### src/rtl/sys_ctrl_burst.sv
// Reference-domain frame controller: decodes RX command frames into register, ALU and
// burst accesses and streams response bytes to the TX FIFO under full-flag backpressure.
module sys_ctrl_burst #(
   parameter int unsigned BUS_WIDTH   = 8,
   parameter int unsigned ADDR_WIDTH  = 4,
   parameter int unsigned ALU_WIDTH   = 16,
   parameter int unsigned ALUFN_WIDTH = 4
) (
   input  logic                   CLK,
   input  logic                   RST,
   input  logic [BUS_WIDTH-1:0]   RX_P_Data,
   input  logic                   RX_D_VLD,
   input  logic [BUS_WIDTH-1:0]   RdData,
   input  logic                   RdData_Valid,
   input  logic [ALU_WIDTH-1:0]   ALU_OUT,
   input  logic                   OUT_Valid,
   input  logic                   FIFO_FULL,
   output logic                   ALU_EN,
   output logic [ALUFN_WIDTH-1:0] ALU_FUN,
   output logic                   CLK_EN,
   output logic [ADDR_WIDTH-1:0]  Address,
   output logic                   WrEn,
   output logic                   RdEn,
   output logic [BUS_WIDTH-1:0]   WrData,
   output logic [BUS_WIDTH-1:0]   TX_P_Data,
   output logic                   TX_D_VLD,
   output logic                   o_busy,
   output logic                   o_frame_err
);

   localparam int unsigned NBYTES = ALU_WIDTH / BUS_WIDTH;
   localparam int unsigned NB_W   = $clog2(NBYTES + 1);

   localparam logic [BUS_WIDTH-1:0] CMD_WR_B  = BUS_WIDTH'(8'hAA);
   localparam logic [BUS_WIDTH-1:0] CMD_RD_B  = BUS_WIDTH'(8'hBB);
   localparam logic [BUS_WIDTH-1:0] CMD_ALU_B = BUS_WIDTH'(8'hCC);
   localparam logic [BUS_WIDTH-1:0] CMD_FUN_B = BUS_WIDTH'(8'hDD);
   localparam logic [BUS_WIDTH-1:0] CMD_BWR_B = BUS_WIDTH'(8'hEE);
   localparam logic [BUS_WIDTH-1:0] CMD_BRD_B = BUS_WIDTH'(8'hFF);

   typedef enum logic [3:0] {
      IDLE, GET_ADDR, GET_CNT, GET_DATA, RD_ISSUE, RD_WAIT,
      OP_A, OP_B, GET_FUN, ALU_WAIT, TX_PUSH
   } state_e;

   typedef enum logic [2:0] {CMD_WR, CMD_RD, CMD_BWR, CMD_BRD, CMD_ALU} cmd_e;

   state_e                   state_q, state_d;
   cmd_e                     cmd_q, cmd_d;
   logic [ADDR_WIDTH-1:0]    addr_q, addr_d;
   logic [BUS_WIDTH-1:0]     cnt_q, cnt_d;
   logic [ALU_WIDTH-1:0]     tx_hold_q, tx_hold_d;
   logic [NB_W-1:0]          tx_left_q, tx_left_d;

   logic                     alu_en_d, clk_en_d, wr_en_d, rd_en_d, frame_err_d;
   logic [ALUFN_WIDTH-1:0]   alu_fun_d;
   logic [ADDR_WIDTH-1:0]    address_d;
   logic [BUS_WIDTH-1:0]     wr_data_d;

   // TX handshake follows the live full flag so a byte is never written into a full FIFO
   assign o_busy    = (state_q != IDLE);
   assign TX_D_VLD  = (state_q == TX_PUSH) && !FIFO_FULL;
   assign TX_P_Data = (state_q == TX_PUSH) ? tx_hold_q[BUS_WIDTH-1:0] : '0;

   always_ff @(posedge CLK) begin
      if (!RST) begin
         state_q     <= IDLE;
         cmd_q       <= CMD_WR;
         addr_q      <= '0;
         cnt_q       <= '0;
         tx_hold_q   <= '0;
         tx_left_q   <= '0;
         ALU_EN      <= 1'b0;
         ALU_FUN     <= '0;
         CLK_EN      <= 1'b0;
         Address     <= '0;
         WrEn        <= 1'b0;
         RdEn        <= 1'b0;
         WrData      <= '0;
         o_frame_err <= 1'b0;
      end else begin
         state_q     <= state_d;
         cmd_q       <= cmd_d;
         addr_q      <= addr_d;
         cnt_q       <= cnt_d;
         tx_hold_q   <= tx_hold_d;
         tx_left_q   <= tx_left_d;
         ALU_EN      <= alu_en_d;
         ALU_FUN     <= alu_fun_d;
         CLK_EN      <= clk_en_d;
         Address     <= address_d;
         WrEn        <= wr_en_d;
         RdEn        <= rd_en_d;
         WrData      <= wr_data_d;
         o_frame_err <= frame_err_d;
      end
   end

   always_comb begin
      state_d     = state_q;
      cmd_d       = cmd_q;
      addr_d      = addr_q;
      cnt_d       = cnt_q;
      tx_hold_d   = tx_hold_q;
      tx_left_d   = tx_left_q;
      alu_en_d    = 1'b0;
      alu_fun_d   = ALU_FUN;
      clk_en_d    = 1'b0;
      address_d   = Address;
      wr_en_d     = 1'b0;
      rd_en_d     = 1'b0;
      wr_data_d   = WrData;
      frame_err_d = 1'b0;

      case (state_q)
         IDLE: begin
            if (RX_D_VLD) begin
               case (RX_P_Data)
                  CMD_WR_B:  begin cmd_d = CMD_WR;  state_d = GET_ADDR; end
                  CMD_RD_B:  begin cmd_d = CMD_RD;  state_d = GET_ADDR; end
                  CMD_BWR_B: begin cmd_d = CMD_BWR; state_d = GET_ADDR; end
                  CMD_BRD_B: begin cmd_d = CMD_BRD; state_d = GET_ADDR; end
                  CMD_ALU_B: begin cmd_d = CMD_ALU; state_d = OP_A;     end
                  CMD_FUN_B: begin cmd_d = CMD_ALU; state_d = GET_FUN;  end
                  default:   frame_err_d = 1'b1;
               endcase
            end
         end
         GET_ADDR: begin
            if (RX_D_VLD) begin
               addr_d = RX_P_Data[ADDR_WIDTH-1:0];
               case (cmd_q)
                  CMD_WR:  begin cnt_d = BUS_WIDTH'(1); state_d = GET_DATA; end
                  CMD_RD:  begin cnt_d = BUS_WIDTH'(1); state_d = RD_ISSUE; end
                  default: state_d = GET_CNT;
               endcase
            end
         end
         GET_CNT: begin
            if (RX_D_VLD) begin
               if (RX_P_Data == '0) begin
                  frame_err_d = 1'b1;
                  state_d     = IDLE;
               end else begin
                  cnt_d   = RX_P_Data;
                  state_d = (cmd_q == CMD_BWR) ? GET_DATA : RD_ISSUE;
               end
            end
         end
         GET_DATA: begin
            if (RX_D_VLD) begin
               wr_en_d   = 1'b1;
               address_d = addr_q;
               wr_data_d = RX_P_Data;
               addr_d    = addr_q + ADDR_WIDTH'(1);
               cnt_d     = cnt_q - BUS_WIDTH'(1);
               if (cnt_q == BUS_WIDTH'(1)) state_d = IDLE;
            end
         end
         OP_A: begin
            if (RX_D_VLD) begin
               wr_en_d   = 1'b1;
               address_d = ADDR_WIDTH'(0);
               wr_data_d = RX_P_Data;
               state_d   = OP_B;
            end
         end
         OP_B: begin
            if (RX_D_VLD) begin
               wr_en_d   = 1'b1;
               address_d = ADDR_WIDTH'(1);
               wr_data_d = RX_P_Data;
               state_d   = GET_FUN;
            end
         end
         GET_FUN: begin
            if (RX_D_VLD) begin
               alu_fun_d = RX_P_Data[ALUFN_WIDTH-1:0];
               alu_en_d  = 1'b1;
               state_d   = ALU_WAIT;
            end
         end
         RD_ISSUE: begin
            frame_err_d = RX_D_VLD;
            state_d     = RD_WAIT;
         end
         RD_WAIT: begin
            frame_err_d = RX_D_VLD;
            if (RdData_Valid) begin
               tx_hold_d = ALU_WIDTH'(RdData);
               tx_left_d = NB_W'(1);
               state_d   = TX_PUSH;
            end
         end
         ALU_WAIT: begin
            frame_err_d = RX_D_VLD;
            if (OUT_Valid) begin
               tx_hold_d = ALU_OUT;
               tx_left_d = NB_W'(NBYTES);
               state_d   = TX_PUSH;
            end
         end
         TX_PUSH: begin
            frame_err_d = RX_D_VLD;
            // Bytes leave LSB first; the hold shifts down one byte per accepted write
            if (!FIFO_FULL) begin
               tx_hold_d = tx_hold_q >> BUS_WIDTH;
               tx_left_d = tx_left_q - NB_W'(1);
               if (tx_left_q == NB_W'(1)) begin
                  if (cmd_q == CMD_ALU) begin
                     state_d = IDLE;
                  end else begin
                     cnt_d   = cnt_q - BUS_WIDTH'(1);
                     state_d = (cnt_q == BUS_WIDTH'(1)) ? IDLE : RD_ISSUE;
                  end
               end
            end
         end
         default: state_d = IDLE;
      endcase

      // Every entry into RD_ISSUE fires one read at the current pointer and advances it
      if (state_d == RD_ISSUE && state_q != RD_ISSUE) begin
         rd_en_d   = 1'b1;
         address_d = addr_d;
         addr_d    = addr_d + ADDR_WIDTH'(1);
      end

      clk_en_d = (state_d == ALU_WAIT);
   end

endmodule

### config.mk
export PLATFORM = sky130hd
export DESIGN_NAME = sys_ctrl_burst
export DESIGN_NICKNAME = d
export VERILOG_FILES = /design/src/rtl/sys_ctrl_burst.sv
export SDC_FILE = /design/constraint.sdc
export NUM_CORES = 1
export LEC_CHECK = 0
export ABC_CLOCK_PERIOD_IN_PS = 2000
export BUFFER_PORTS_ARGS = -buffer_cell sky130_fd_sc_hd__buf_2
export CELL_PAD_IN_SITES_DETAIL_PLACEMENT = 1
export CELL_PAD_IN_SITES_GLOBAL_PLACEMENT = 1
export CORE_MARGIN = 2
export CORE_UTILIZATION = 41
export CTS_BUF_LIST = sky130_fd_sc_hd__clkbuf_8 sky130_fd_sc_hd__clkbuf_16
export DETAILED_ROUTE_END_ITERATION = 12
export PLACE_DENSITY = 0.81
export SLEW_MARGIN = 20
export SYNTH_ARGS = -nofsm -noshare
export SYNTH_HDL_FRONTEND = slang
export SYNTH_SLANG_ARGS = --single-unit
### constraint.sdc
create_clock -name CLK -period 2 [get_ports CLK]
set_input_delay 0.3 -clock CLK [delete_from_list [all_inputs] [get_ports CLK]]
set_output_delay 0.3 -clock CLK [all_outputs]
set_load 0.1 [all_outputs]
After elaboration in Yosys (flattened, before gate mapping)
Index checks and enable logic that the tools add are counted.

operators by class
  add/subtract/negate cells = 4
  multiply operators = 0
  divide/modulo/power cells = 0
  order comparisons = 0
  eq/ne operators = 37
  shift operators = 0
  mux-type cells = 54
  bitwise gates (word level) = 0
  reduce and logical (&&, ||, !) cells = 25

operator list
  kind                   number
  $mux W4                19
  $mux W8                9
  $eq A8 B8 Y1 const B   6
  $mux W16               3
  $pmux W16 S3           1
  $pmux W4 S11           1
  $pmux W8 S4            1
  $pmux W4 S3            2
  $eq A4 B3 Y1 const B   5
  $ne A2 B2 Y1 const B   9
  $eq A4 B4 Y1 const B   4
  $pmux W3 S5            1
  $mux W3                4
  $reduce_bool A4 Y1     3
  $ne A3 B3 Y1 const B   3
  $reduce_and A9 Y1      1
  $add A4 B1 Y4 const B  2
  $eq A4 B2 Y1 const B   2
  $eq A8 B1 Y1 const B   1
  $logic_not A8 Y1       1
  $pmux W4 S2            1
  $reduce_and A2 Y1      4
  $reduce_and A4 Y1      2
  $reduce_or A4 Y1       2
  other kinds (24)       33

word-level totals
  register bits = 58
  bits in latches = 0
  bits in writable memories = 0
  ROM bits = 0
  input port bits = 38
  output and inout port bits = 31
  logic and storage cells = 134
  memories kept = 0

Longest topological paths before layout
  word-level depth = 10
  depth in mapped cells = 8
  gate-level depth less buffers = 7

Least setup slack after synthesis
OpenSTA, ideal clock, no wires.

  path kind = reg2out
  from = register state_q[0]
  to = output TX_P_Data[0]
  arrival = 2000 ps
  data required time = 1700 ps
  path slack = -300 ps
  cell stages (with the launch flop) = 6
  path buffers = 3
  cells stage by stage = dfxtp_1 > buf_2 > and4bb_1 > clkbuf_1 > clkbuf_1 > and2_1

between the ends
  cells in the longest elaborated chain, start to end = 2

ends and longest elaborated chain
  what                    line  source
  from (decl)             48    state_e state_q, state_d;
  from (signal assigned)  82    state_q <= state_d;
  $eq A4 B4 Y1            63    assign TX_P_Data = (state_q == TX_PUSH) ? tx_hold_q[BUS_WIDTH-1:0] : '0;
  $mux W8                 63
  to (decl)               25    output logic [BUS_WIDTH-1:0] TX_P_Data,

Every way passes these cells.

Worst setup path in the final report
Ends and elaborated chain as after synthesis.

==> qor.txt <==
Total GRT Usage - 0.2603
Cell Rows - 33
Max IR drop VDD - 0.2854 mV
Setup crit start - state_q[0]$_SDFF_PN0_
Clock Skews - 12.17 ps
CP peak stage delay - 390 ps
Clock tree root buffer cell - clkbuf_8
Die Wd - 95.59 µm
Tot Pwr - 0.002540 W
Port bufs - 68
Max-slew headroom - 0.5985
Async set-or-reset flop fraction in the synthesized netlist - 0
Outcome - finished clean
GRT overflow - 0
DRT iter0 DRCs - 280
Syn Std Cell Area - 0.003440 mm²
Fin. max-slew vios - 0
Grt met3 use - 0.03953
Initial core utilization - 0.4207
Fin crit share - 0.9719
Finished Core Util - 0.5526
CTS tree - yes
Largest area contributor in the netlist - dfxtp_1
P&R area growth vs syn - 31.36%
GP Congestion - 0.9014
Vias in the first global route - 3638
Chip height - 95.59 µm
RSZ-0062 raised after global routing - yes
Post-synth top flop - dfxtp_1
Top-count cell post-synth - dfxtp_1
Met2 Usage GRT - 0.4522
Ports - 69
Worst path top cell family by delay - simple AND/OR/NAND/NOR gates
Filler Cells Inserted - 1003
Required @ worst endpoint - 1700 ps
CP Capture Type - output port
Syn_area_per_cell - 8.131 µm²
Htree depth - 3
Worst-path cell chain - and4bb_2, buf_6, and2_2, buf_12
Clock Tree Buf Depth - 2
Yosys cell types - 68
Sequential element share of the synthesized area - 0.3376
Fmax - 0.5144 GHz
Drt first pass iters - 4
Most Used Layer, Global Route - met2
Post-synth EDFFs - 0
Worst slew pin tran - 599.6 ps
Sum of negative setup slack - 0 ps
Largest net degree at the start of global routing - 37
Via count - 3701
Final WL - 12020 µm
HP Start - RdData[5]
Pwr/cell area - 562.2 mW/mm²
Share of layout cells above drive strength 1 - 0.3314
Final hold viol count - 0
CP Class - reg -> out
Crit path max fanout - 19
DRC - 0
Vias per cell - 5.875
FF+latch area - 0.001169 mm²
Hold crit path type - in -> reg
Core area - 0.008175 mm²
Cts hold-fix bufs - 0
Multi-input combinational cell area - 0.002063 mm²
Commonest cells in the synthesized netlist - dfxtp_1 (58), nor2_1 (51), nand2_1 (39), a21oi_1 (37), clkbuf_1 (14)
FF+latch count, synth - 58
DP HPWL - 8570 µm
Min Tclk post-route - 1944 ps
Ys Warns - 0
Max Cap Violations - 0
Post-route ant nets - 0
Sink Count - 58
Slowest-stage cell, CP - dfxtp_2
Yosys top cell area share - 0.3376
Final setup viols - 0
Die ar. - 0.009137 mm²
Area contributors post-synth - dfxtp_1 (34%), nor2_1 (5.6%), a21oi_1 (5.4%), nand2_1 (4.3%), mux2i_1 (3.8%)
Met1 Usage GRT - 0.3162
Initial antenna violation count - 0
Syn nets - 466
# diodes - 0
Critical Path Start Type - flop
Fin nets - 563
Clock Latency Late Sink - 340 ps
Drt wl/cell - 19.08 µm
Crit path buffers/inverters - 2
Post-Synthesis Cells - 423
Clock-pin slew on the worst setup and hold paths - 70 ps
CP arrival - 1640 ps
Worst r2r src - cnt_q[1]$_SDFFE_PN0P_
CTS buffer count - 9
Pleak - 1.882 nW
First-pass GRT wire length - 18300 µm
-- stage by stage --
step	instances	instance area, µm²	hold WS [ps]	setup slack (ps)
floorplan	423	3452	417.5	-16.65
global placement	608	4204	440.7	-8.310
CTS	627	4448	217.3	3.314
global route	630	4518	235.1	-34.80
detailed placement	608	4204	452.1	-53.27
finish	630	4518	230.7	56.10
-- worst reg2reg max path, delay by kind of cell (launching register included) --
family,cells,cell delay (ps)
AO/OA/AOI/OAI,3,790
buffers and inverters,3,360
flip-flops,1,330
adder cells (fa/ha/maj),1,170
AND/OR/NAND/NOR,1,160
-- flip-flops by register name (all words and copies together), names as in the netlist, 2 cells and up --
name / flops
ALU_FUN: 4
Address: 4
WrData: 8
addr_q: 4
cmd_q: 3
cnt_q: 8
state_q: 4
tx_hold_q: 16
tx_left_q: 2
-- path summary, 6_finish.rpt --
path | endpoint | slack, ps | cells past startpoint
max reg2reg | Address[1]$_SDFFE_PN0P_ | 70 | 8
min | tx_hold_q[5]$_SDFFE_PN0P_ | 230 | 3
max | TX_P_Data[0] | 60 | 4
min reg2reg | WrData[5]$_SDFFE_PN0P_ | 460 | 2
-- cell families after synthesis --
kind of cell	Yosys count	synth area share
flops	58	0.3376
buf+inv	44	0.08076
fa+ha+maj	5	0.01819
mux	15	0.04438
compound gates	116	0.2339
simple gates	181	0.2750
xor+xnor	4	0.01019
-- report_power, final --
part           switching, W  total [W]  internal, W
Clock              0.000497    0.00113     0.000637
Sequential       0.00000618    0.00117      0.00116
Combinational      0.000150   0.000240    0.0000904
-- repair_timing --
item | in CTS | in global routing
gates resized for setup | 5 | 16
setup endpoints to repair | 13 | 36
pin swaps | 0 | 4
buffers inserted | 3 | 3
cloned | 0 | 0
-- cell usage in the layout, fill, tap and decap left out, drive strengths merged, types with 10 or more instances in the layout --
cell type / n
nor2: 51
and2: 13
clkbuf: 11
inv: 10
buf: 120
a311oi: 11
o21ai: 12
a21oi: 39
mux2i: 13
dfxtp: 58
nand2: 39
and3: 13
-- metal layers --
metal	part of all wire	wire length [µm]
met1	0.42	4996
met2	0.52	6275
met3	0.040	486
met4	0.022	263
met5	0	0
-- layout make-up --
class / count / area share
multi-input combinational: 321 / 0.4567
sequential: 58 / 0.2587
timing repair buffer: 120 / 0.2022
clock buffer: 11 / 0.03351
tap: 105 / 0.02908
clock inverter: 5 / 0.01163
inverter: 10 / 0.008308
No activity file was read; power rests on OpenSTA's default activity.
